[src/rtl/rotate_scan_if.sv]
// Source-read and pixel-output signal bundle for the rotation scan controller.
// The master side is the controller; the slave side is memory plus output writer.
interface rotate_scan_if #(
  parameter int ADDR_W = 16
) ();
  logic              rd_req;
  logic [ADDR_W-1:0] rd_addr;
  logic              rd_gnt;
  logic              rd_valid;
  logic [7:0]        rd_data;
  logic              out_valid;
  logic              out_ready;
  logic [7:0]        out_data;
  logic              out_last;

  modport master (
    output rd_req, rd_addr, out_valid, out_data, out_last,
    input  rd_gnt, rd_valid, rd_data, out_ready
  );

  modport slave (
    input  rd_req, rd_addr, out_valid, out_data, out_last,
    output rd_gnt, rd_valid, rd_data, out_ready
  );
endinterface

[src/rtl/rotate_scan_ctrl.sv]
// Raster scan of the destination canvas with incremental inverse rotation (Q.15),
// fetching in-range source pixels one at a time and streaming them out.
module rotate_scan_ctrl #(
  parameter int         SRC_ROWS = 242,
  parameter int         SRC_COLS = 247,
  parameter int         DST_DIM  = 346,
  parameter int         ADDR_W   = 16,
  parameter int         TRIG_W   = 16,
  parameter logic [7:0] FILL     = 8'd0
) (
  input  logic                     clk,
  input  logic                     rst,
  input  logic                     start,
  input  logic signed [TRIG_W-1:0] cos_q,
  input  logic signed [TRIG_W-1:0] sin_q,
  output logic                     busy,
  output logic                     done,
  rotate_scan_if.master            bus
);
  localparam int ACC_W = 36;
  localparam int CNT_W = $clog2(DST_DIM);
  localparam logic [CNT_W-1:0] LAST = CNT_W'(DST_DIM - 1);
  // (DST_DIM-1)*trig in Q1.14 equals dcx*trig in Q.15 exactly.
  localparam logic signed [ACC_W-1:0] K_DIM  = ACC_W'(DST_DIM - 1);
  localparam logic signed [ACC_W-1:0] SCX_Q  = ACC_W'((SRC_COLS - 1) * 16384);
  localparam logic signed [ACC_W-1:0] SCY_Q  = ACC_W'((SRC_ROWS - 1) * 16384);
  localparam logic signed [ACC_W-1:0] ROUND  = ACC_W'(16384);
  localparam logic signed [ACC_W-1:0] SC_LIM = ACC_W'(SRC_COLS);
  localparam logic signed [ACC_W-1:0] SR_LIM = ACC_W'(SRC_ROWS);

  typedef enum logic [2:0] {S_IDLE, S_SETUP, S_MAP, S_FETCH, S_WAIT, S_EMIT} state_t;

  state_t                    r_state, w_next;
  logic signed [TRIG_W-1:0]  r_cos, r_sin;
  logic [1:0]                r_setup;
  logic signed [ACC_W-1:0]   r_mc, r_ms;
  logic signed [ACC_W-1:0]   r_x, r_y, r_xr, r_yr;
  logic [CNT_W-1:0]          r_row, r_col;
  logic [ADDR_W-1:0]         r_addr;
  logic [7:0]                r_data;
  logic                      r_done;

  logic signed [ACC_W-1:0]   w_cos_ext, w_sin_ext, w_cos2, w_sin2;
  logic signed [ACC_W-1:0]   w_mul_op, w_prod, w_x0, w_y0, w_sx, w_sy;
  logic [ADDR_W-1:0]         w_addr;
  logic                      w_in_range, w_last_px, w_hs;
  logic                      w_busy, w_rd_req, w_out_valid;

  assign w_cos_ext = {{(ACC_W-TRIG_W){r_cos[TRIG_W-1]}}, r_cos};
  assign w_sin_ext = {{(ACC_W-TRIG_W){r_sin[TRIG_W-1]}}, r_sin};
  assign w_cos2    = w_cos_ext <<< 1;
  assign w_sin2    = w_sin_ext <<< 1;

  // Single multiplier shared across the SETUP cycles.
  assign w_mul_op  = r_setup[0] ? w_sin_ext : w_cos_ext;
  assign w_prod    = w_mul_op * K_DIM;
  assign w_x0      = SCX_Q - r_mc - r_ms;
  assign w_y0      = SCY_Q + r_ms - r_mc;

  assign w_sx       = (r_x + ROUND) >>> 15;
  assign w_sy       = (r_y + ROUND) >>> 15;
  assign w_in_range = !w_sx[ACC_W-1] && (w_sx < SC_LIM) && !w_sy[ACC_W-1] && (w_sy < SR_LIM);
  assign w_addr     = w_sy[ADDR_W-1:0] * ADDR_W'(SRC_COLS) + w_sx[ADDR_W-1:0];
  assign w_last_px  = (r_row == LAST) && (r_col == LAST);
  assign w_hs       = (r_state == S_EMIT) && bus.out_ready;

  always_ff @(posedge clk) begin
    if (rst) r_state <= S_IDLE;
    else     r_state <= w_next;
  end

  // NOTE: every output of this block gets a default before the case, so no path leaves one unassigned and no latch is inferred.
  always_comb begin
    w_next      = r_state;
    w_busy      = 1'b1;
    w_rd_req    = 1'b0;
    w_out_valid = 1'b0;
    case (r_state)
      S_IDLE: begin
        w_busy = 1'b0;
        if (start) w_next = S_SETUP;
      end
      S_SETUP: if (r_setup == 2'd2) w_next = S_MAP;
      S_MAP:   w_next = w_in_range ? S_FETCH : S_EMIT;
      S_FETCH: begin
        w_rd_req = 1'b1;
        if (bus.rd_gnt) w_next = S_WAIT;
      end
      S_WAIT:  if (bus.rd_valid) w_next = S_EMIT;
      S_EMIT: begin
        w_out_valid = 1'b1;
        if (bus.out_ready) w_next = w_last_px ? S_IDLE : S_MAP;
      end
      default: w_next = S_IDLE;
    endcase
  end

  // NOTE: non-blocking assignments so every register here updates from pre-edge values regardless of statement order.
  always_ff @(posedge clk) begin
    if (rst) begin
      r_cos <= '0; r_sin <= '0; r_setup <= '0; r_mc <= '0; r_ms <= '0;
      r_x <= '0; r_y <= '0; r_xr <= '0; r_yr <= '0;
      r_row <= '0; r_col <= '0; r_addr <= '0; r_data <= '0; r_done <= 1'b0;
    end else begin
      r_done <= w_hs && w_last_px;
      case (r_state)
        S_IDLE: if (start) begin
          r_cos   <= cos_q;
          r_sin   <= sin_q;
          r_setup <= '0;
          r_row   <= '0;
          r_col   <= '0;
        end
        S_SETUP: begin
          r_setup <= r_setup + 2'd1;
          if (r_setup == 2'd0) r_mc <= w_prod;
          if (r_setup == 2'd1) r_ms <= w_prod;
          if (r_setup == 2'd2) begin
            r_x <= w_x0; r_xr <= w_x0;
            r_y <= w_y0; r_yr <= w_y0;
          end
        end
        S_MAP: begin
          if (w_in_range) r_addr <= w_addr;
          else            r_data <= FILL;
        end
        S_WAIT: if (bus.rd_valid) r_data <= bus.rd_data;
        S_EMIT: if (bus.out_ready) begin
          // Row wrap reloads the column accumulators from the row accumulators.
          if (r_col == LAST) begin
            r_col <= '0;
            r_row <= r_row + CNT_W'(1);
            r_xr  <= r_xr + w_sin2;
            r_yr  <= r_yr + w_cos2;
            r_x   <= r_xr + w_sin2;
            r_y   <= r_yr + w_cos2;
          end else begin
            r_col <= r_col + CNT_W'(1);
            r_x   <= r_x + w_cos2;
            r_y   <= r_y - w_sin2;
          end
        end
        default: ;
      endcase
    end
  end

  assign busy          = w_busy;
  assign done          = r_done;
  assign bus.rd_req    = w_rd_req;
  assign bus.rd_addr   = r_addr;
  assign bus.out_valid = w_out_valid;
  assign bus.out_data  = r_data;
  assign bus.out_last  = w_out_valid && w_last_px;
endmodule

[src/flat_wrapper.sv]
// flat-port wrapper written by rule: the top's interface ports become plain ports
module rotate_scan_ctrl_flat 
#(
  parameter int         SRC_ROWS = 242,
  parameter int         SRC_COLS = 247,
  parameter int         DST_DIM  = 346,
  parameter int         ADDR_W   = 16,
  parameter int         TRIG_W   = 16,
  parameter logic [7:0] FILL     = 8'd0
)
  (clk, rst, start, cos_q, sin_q, busy, done, bus_rd_req, bus_rd_addr, bus_out_valid, bus_out_data, bus_out_last, bus_rd_gnt, bus_rd_valid, bus_rd_data, bus_out_ready);
  rotate_scan_if #(.ADDR_W(ADDR_W)) bus_i ();
  input  logic clk;
  input  logic rst;
  input  logic start;
  input  logic signed [TRIG_W-1:0] cos_q;
  input  logic signed [TRIG_W-1:0] sin_q;
  output logic busy;
  output logic done;
  output wire logic [$bits(bus_i.rd_req)-1:0] bus_rd_req;
  output wire logic [$bits(bus_i.rd_addr)-1:0] bus_rd_addr;
  output wire logic [$bits(bus_i.out_valid)-1:0] bus_out_valid;
  output wire logic [$bits(bus_i.out_data)-1:0] bus_out_data;
  output wire logic [$bits(bus_i.out_last)-1:0] bus_out_last;
  input wire logic [$bits(bus_i.rd_gnt)-1:0] bus_rd_gnt;
  input wire logic [$bits(bus_i.rd_valid)-1:0] bus_rd_valid;
  input wire logic [$bits(bus_i.rd_data)-1:0] bus_rd_data;
  input wire logic [$bits(bus_i.out_ready)-1:0] bus_out_ready;
  assign bus_rd_req = bus_i.rd_req;
  assign bus_rd_addr = bus_i.rd_addr;
  assign bus_out_valid = bus_i.out_valid;
  assign bus_out_data = bus_i.out_data;
  assign bus_out_last = bus_i.out_last;
  assign bus_i.rd_gnt = bus_rd_gnt;
  assign bus_i.rd_valid = bus_rd_valid;
  assign bus_i.rd_data = bus_rd_data;
  assign bus_i.out_ready = bus_out_ready;
  rotate_scan_ctrl #(.SRC_ROWS(SRC_ROWS), .SRC_COLS(SRC_COLS), .DST_DIM(DST_DIM), .ADDR_W(ADDR_W), .TRIG_W(TRIG_W), .FILL(FILL)) u_core (.clk(clk), .rst(rst), .start(start), .cos_q(cos_q), .sin_q(sin_q), .busy(busy), .done(done), .bus(bus_i));
endmodule
[config.mk]
export PLATFORM = sky130hd
export DESIGN_NAME = rotate_scan_ctrl_flat
export DESIGN_NICKNAME = d
export VERILOG_FILES = /design/src/rtl/rotate_scan_if.sv /design/src/rtl/rotate_scan_ctrl.sv /design/src/flat_wrapper.sv
export SDC_FILE = /design/constraint.sdc
export NUM_CORES = 2
export LEC_CHECK = 0
export ABC_AREA = 1
export CAP_MARGIN = 15
export CORE_UTILIZATION = 65
export CTS_CLUSTER_DIAMETER = 150
export DETAILED_ROUTE_END_ITERATION = 12
export PLACE_DENSITY = 0.82
export SYNTH_ARGS = -nofsm -noshare
export SYNTH_HDL_FRONTEND = slang
export SYNTH_SLANG_ARGS = --single-unit
[constraint.sdc]
create_clock -name clk -period 11.5 [get_ports clk]
set_input_delay 1.725 -clock clk [delete_from_list [all_inputs] [get_ports clk]]
set_output_delay 1.725 -clock clk [all_outputs]
set_load 0.1 [all_outputs]
* Word level (Yosys, flattened, before mapping)
Index checks and enable logic that the tools add are counted.
Word-level totals: bits in registers 296, bits in latches 0, RAM bits 0, bits in read-only memories 0, bits of input ports 46, output and inout bits 29, logic and storage cells 113, memories 0
Operators by class: $add $sub $neg 14, multipliers 2, div/mod/pow operators 0, magnitude comparators 2, equal/unequal tests 16, shift operators 0, multiplexer cells 38, bitwise operators 0, reduce and logical (&&, ||, !) cells 26
Operator list (number):
- 36-bit two-way mux | 11
- 36-bit case mux with 2 select lines | 4
- 36-bit by 17-bit adder with 36-bit output | 3
- 36-bit by 16-bit adder with 36-bit output, second input constant | 2
- 36-bit subtractor | 2
- 9-bit two-way mux | 5
- 21-bit by 9-bit less-than comparator with 1-bit output, second input constant | 2
- 23-bit by 36-bit adder with 36-bit output, first input constant | 1
- 36-bit by 10-bit multiplier with 36-bit output, second input constant | 1
- 9-bit case mux with 2 select lines | 2
- 23-bit by 36-bit subtractor with 36-bit output, first input constant | 1
- 36-bit by 17-bit subtractor with 36-bit output | 1
- 9-bit by 1-bit adder with 9-bit output, second input constant | 2
- 9-bit equality test, second input constant | 2
- 3-bit two-way mux | 6
- 3-bit case mux with 6 select lines | 1
- 16-bit adder | 1
- 16-bit by 8-bit multiplier with 16-bit output, second input constant | 1
- 8-bit two-way mux | 2
- 8-bit case mux with 2 select lines | 1
- 2-bit inequality test, second input constant | 5
- 2-bit AND reduction | 5
- 3-bit AND reduction | 3
- 4-bit AND reduction | 2
- 16 further kinds | 32

* Longest topological paths before layout
word-level depth 7, gate-level depth with buffers 34, mapped depth without buffers 34

* Worst setup path before layout
OpenSTA, ideal clock, no wires.
kind register -> register, from reg u_core.r_sin[15], to reg u_core.r_mc[35], setup time 0.132 ns, arrival 5.629 ns, required time 11.368 ns, path slack 5.738 ns, cell stages (with the launch flop) 25, buffers on the path 0, clock period less this slack 5.762 ns, path through dfxtp_1 > inv_1 > nand2_1 > nand2_1 > inv_1 > ha_1 > inv_1 > ha_1 > fa_1 > fa_1 > inv_1 > fa_1 > inv_1 > ha_1 > nand2_1 > nor3_1 > nand4_1 > nand3_1 > nand3_1 > nand2_1 > nand3_1 > nand3_1 > inv_1 > nand2_1 > a21oi_1
Between the ends: word-level cells in the longest chain between the ends 2
Ends and longest elaborated chain:
- start, declared | line rotate_scan_ctrl.sv:34 | logic signed [TRIG_W-1:0] r_cos, r_sin;
- start signal, assigned | line rotate_scan_ctrl.sv:109 | r_sin <= sin_q;
- 36-bit two-way mux | line rotate_scan_ctrl.sv:55 | assign w_mul_op = r_setup[0] ? w_sin_ext : w_cos_ext;
- 36-bit by 10-bit multiplier with 36-bit output | line rotate_scan_ctrl.sv:56 | assign w_prod = w_mul_op * K_DIM;
- end signal, assigned | line rotate_scan_ctrl.sv:116 | if (r_setup == 2'd0) r_mc <= w_prod;
- end, declared | line rotate_scan_ctrl.sv:36 | logic signed [ACC_W-1:0] r_mc, r_ms;
Every way passes these cells. A chain may end at the register's enable or synchronous reset.

* Final worst setup path
Ends and elaborated chain as after synthesis.

==> metrics.cfg <==
[run_status]
outcome=finished, final reports clean

[setup_path]
path_max_fanout=22
timing.critical_path.from=u_core.r_sin[15]
worst_setup_path_start_kind=flip-flop
worst_r2r_path_depth=26
data_required_time_at_the_worst_endpoint_ns=11.93
arrival_ns=7.99
worst-r2r-setup-slack_ns=3.93
timing.critical_path.to_type=flip-flop
setup.worst_path.class=reg -> reg
timing.rr.start=u_core.r_sin[15]
crit-reg2reg-capture=u_core.r_mc[35]
endpoint=u_core.r_mc[35]

[placed_design]
area_after_dpl_sq_mm=0.0346
place_congestion=1.07
dpl_worst_slack_ns=3.99
numPlacedInstances=5898
placement.io_buffers=74
post-dp-hpwl_um=99600

[synth]
yosys.cell_types.count=57
synth-main-ff-cell=dfxtp_1
synthArstFlopShare=0
synth.cell_area_sq_mm=0.0333
average_cell_area_after_synthesis_sq_um=6.35
synth.yosys.seq_area_share=0.175
yosys_warnings=0
flops_latches_synth=292
synthesis.nets=5797
synth_enable_flop_cells=0
post_synth_inst_count=5249

[timing]
totalNegativeSetupSlack_ns=0
finalSetupViolations=0
timing.final.crit_share=0.658
final-max-slew-violation-count=0
max_freq_mhz=132
worst_slack_ns=3.93
timing.slew.headroom=0.232
min_period_ns=7.57
finalClockSkew_ns=0.0411
worst_pin_slew_ns=1.15
rsz0062_at_grt=false
hold_violations=0

[layout]
final_cell_area_sq_mm=0.0359
final.fill_count=4206
drive_above_1_share=0.0304
syn2layout_area_growth_pct=7.65
most_common_cell_after_layout_fill_and_taps_aside=nand2_1
design.final.nets=5814
final_cells=5972
commonest_cells_after_routing_fill_and_taps_aside=1044 x nand2_1, 910 x inv_1, 532 x nor2_1

[global_route]
first_global_vias=34700
grt_pass1_wl_um=192000
global_route.usage.met2=0.724
grtUsageTotal=0.470
grt_most_used_layer=met2
met1_usage=0.600
overflow=0
grt_antenna_before_repair=4
grt_max_degree=90
grt.met3_usage=0.0999

[route]
drt-vias-per-instance=6.18
total_wirelength_of_the_detailed_routed_design_um=126000
firstDrtPassIters=7
drt.antenna.violating_nets=0
route.detailed.drc=0
avgRoutedWirePerCell_um=21.1
first_iter_violations=4871
vias=36900

[clock_network]
clk_transition_reported_paths_ns=0.06
tritoncts_sink_count=292
cts_tree=done
postCtsHoldBufs=0
postCtsSetupRepairBufs=0
cts.repair.resized=0
htree_num_levels=2
max-clock-path-buffers=3
clkLatencyLatePin_ns=0.60
cts.root.buffer_cell=clkbuf_16
cts_made_buffers=38

[min_path]
hold_path_startpoint=u_core.bus.rd_addr[0]
timing.hold.worst.class=reg -> reg

[floorplan]
initial_utilization=0.662
die_area_sq_mm=0.0522
die_h_um=228
io_pins=75
die_span_in_x_um=228
fp-row-count=82
core-area_sq_mm=0.0504

[pwr]
max-vdd-ir-drop_v=0.000626
power_per_unit_of_standard_cell_area_mw_per_mm2=316
p_leak_nw=17.5

[run]
drv.max_cap_violation_count=0

-- cell families (layout without fill, tap and decap cells) --
logic type	after synthesis	in the layout	synth area share
flip-flops	292	292	0.175
AND/OR/NAND/NOR	2161	2161	0.275
buffers and inverters	1034	1078	0.117
XOR/XNOR	96	96	0.0252
adder cells (fa/ha/maj)	502	502	0.211
AO/OA/AOI/OAI	1164	1164	0.196
other	0	7	0
-- routing by layer --
| layer | wire [um] | vias up |
|---|---|---|
| met2 | 53000 | 2343 |
| met5 | 31 | - |
| met1 | 49400 | 16700 |
| met4 | 8890 | 4 |
| met3 | 14500 | 527 |
| li1 | - | 17300 |
-- cell usage after synthesis, drive strengths merged, types with 16 or more instances --
| library cell | count | share of area |
|---|---|---|
| o211ai | 70 | 0.016 |
| a21o | 31 | 0.0070 |
| nor4 | 16 | 0.0030 |
| nand3 | 362 | 0.055 |
| xnor2 | 45 | 0.012 |
| buf | 31 | 0.0045 |
| clkbuf | 84 | 0.0095 |
| nand2 | 1053 | 0.12 |
| nand3b | 18 | 0.0041 |
| ha | 400 | 0.15 |
| o21ai | 418 | 0.063 |
| fa | 102 | 0.061 |
| or2 | 33 | 0.0062 |
| nor2 | 553 | 0.065 |
| a31oi | 52 | 0.0098 |
| dfxtp | 292 | 0.18 |
| inv | 918 | 0.10 |
| nor3 | 49 | 0.0074 |
| nand4 | 64 | 0.012 |
| xor2 | 51 | 0.013 |
| a21oi | 478 | 0.072 |
| o21bai | 41 | 0.0092 |
-- worst max-delay path, cell delays in order, from the launching register on --
cell and delay (ns):
dfxtp_1 1.08, inv_1 0.81, nand2_1 0.22, nand2_1 0.50, inv_1 0.63, ha_1 0.24, inv_1 0.06, ha_1 0.27
inv_1 0.05, fa_1 0.53, inv_1 0.06, fa_1 0.54, inv_1 0.06, fa_1 0.49, inv_1 0.04, ha_1 0.36
nand2_1 0.11, nor3_1 0.26, nand4_1 0.16, nand3_1 0.16, nand3_1 0.10, nand2_1 0.09, nand3_1 0.09, nand3_1 0.13
inv_1 0.09, nand2_1 0.16, a21oi_1 0.12
-- area by class of cell --
type	count	area [sq um]	share of cell area
multi-input cells	3923	23600	0.657
diodes	7	17.5	0.000488
well taps	672	841	0.0234
clock buffers	49	1030	0.0288
flip-flops and latches	292	5850	0.163
repair buffers	92	873	0.0243
clock inverters	18	234	0.00652
inverters	919	3450	0.0962
-- registers in the layout, indices dropped and copies added, names as in the netlist --
| register | flops |
|---|---|
| u_core.r_mc | 36 |
| u_core.r_ms | 36 |
| u_core.r_y | 35 |
| u_core.bus.out_data | 8 |
| u_core.r_xr | 35 |
| u_core.r_yr | 35 |
| u_core.r_state | 3 |
| u_core.r_sin | 16 |
| u_core.r_x | 35 |
| u_core.r_setup | 2 |
| u_core.bus.rd_addr | 16 |
| u_core.r_cos | 16 |
| u_core.r_col | 9 |
| u_core.done | 1 |
| u_core.r_row | 9 |
-- worst min-delay path by stage --
stage	to	slack, ns	cells after the start
2_1_floorplan	u_core.r_row[8]	0.43	1
3_3_place_gp	u_core.bus.rd_addr[8]	0.43	2
3_5_place_dp	u_core.bus.rd_addr[9]	0.44	2
4_1_cts	u_core.bus.rd_addr[9]	0.45	2
5_1_grt	u_core.bus.rd_addr[0]	0.47	2
6_report	u_core.bus.rd_addr[0]	0.45	2
-- report_power, final --
group,leakage (nW),total [W],internal (W),switching (W)
clock network,0.612,0.00125,0.000713,0.000534
registers,2.37,0.00135,0.00115,0.000198
logic,14.5,0.00874,0.00273,0.00602
total,17.5,0.0113,0.00459,0.00675
-- through the flow --
stage                     total power, W  utilization  hold WS, ns
final                             0.0113        0.712        0.447
after global routing              0.0121        0.712        0.472
after floorplan                  0.00719            -        0.428
after CTS                         0.0110        0.712        0.448
after global placement           0.00941        0.687        0.432
after detailed placement         0.00967        0.687        0.441
(Power assumes the default switching activity.)
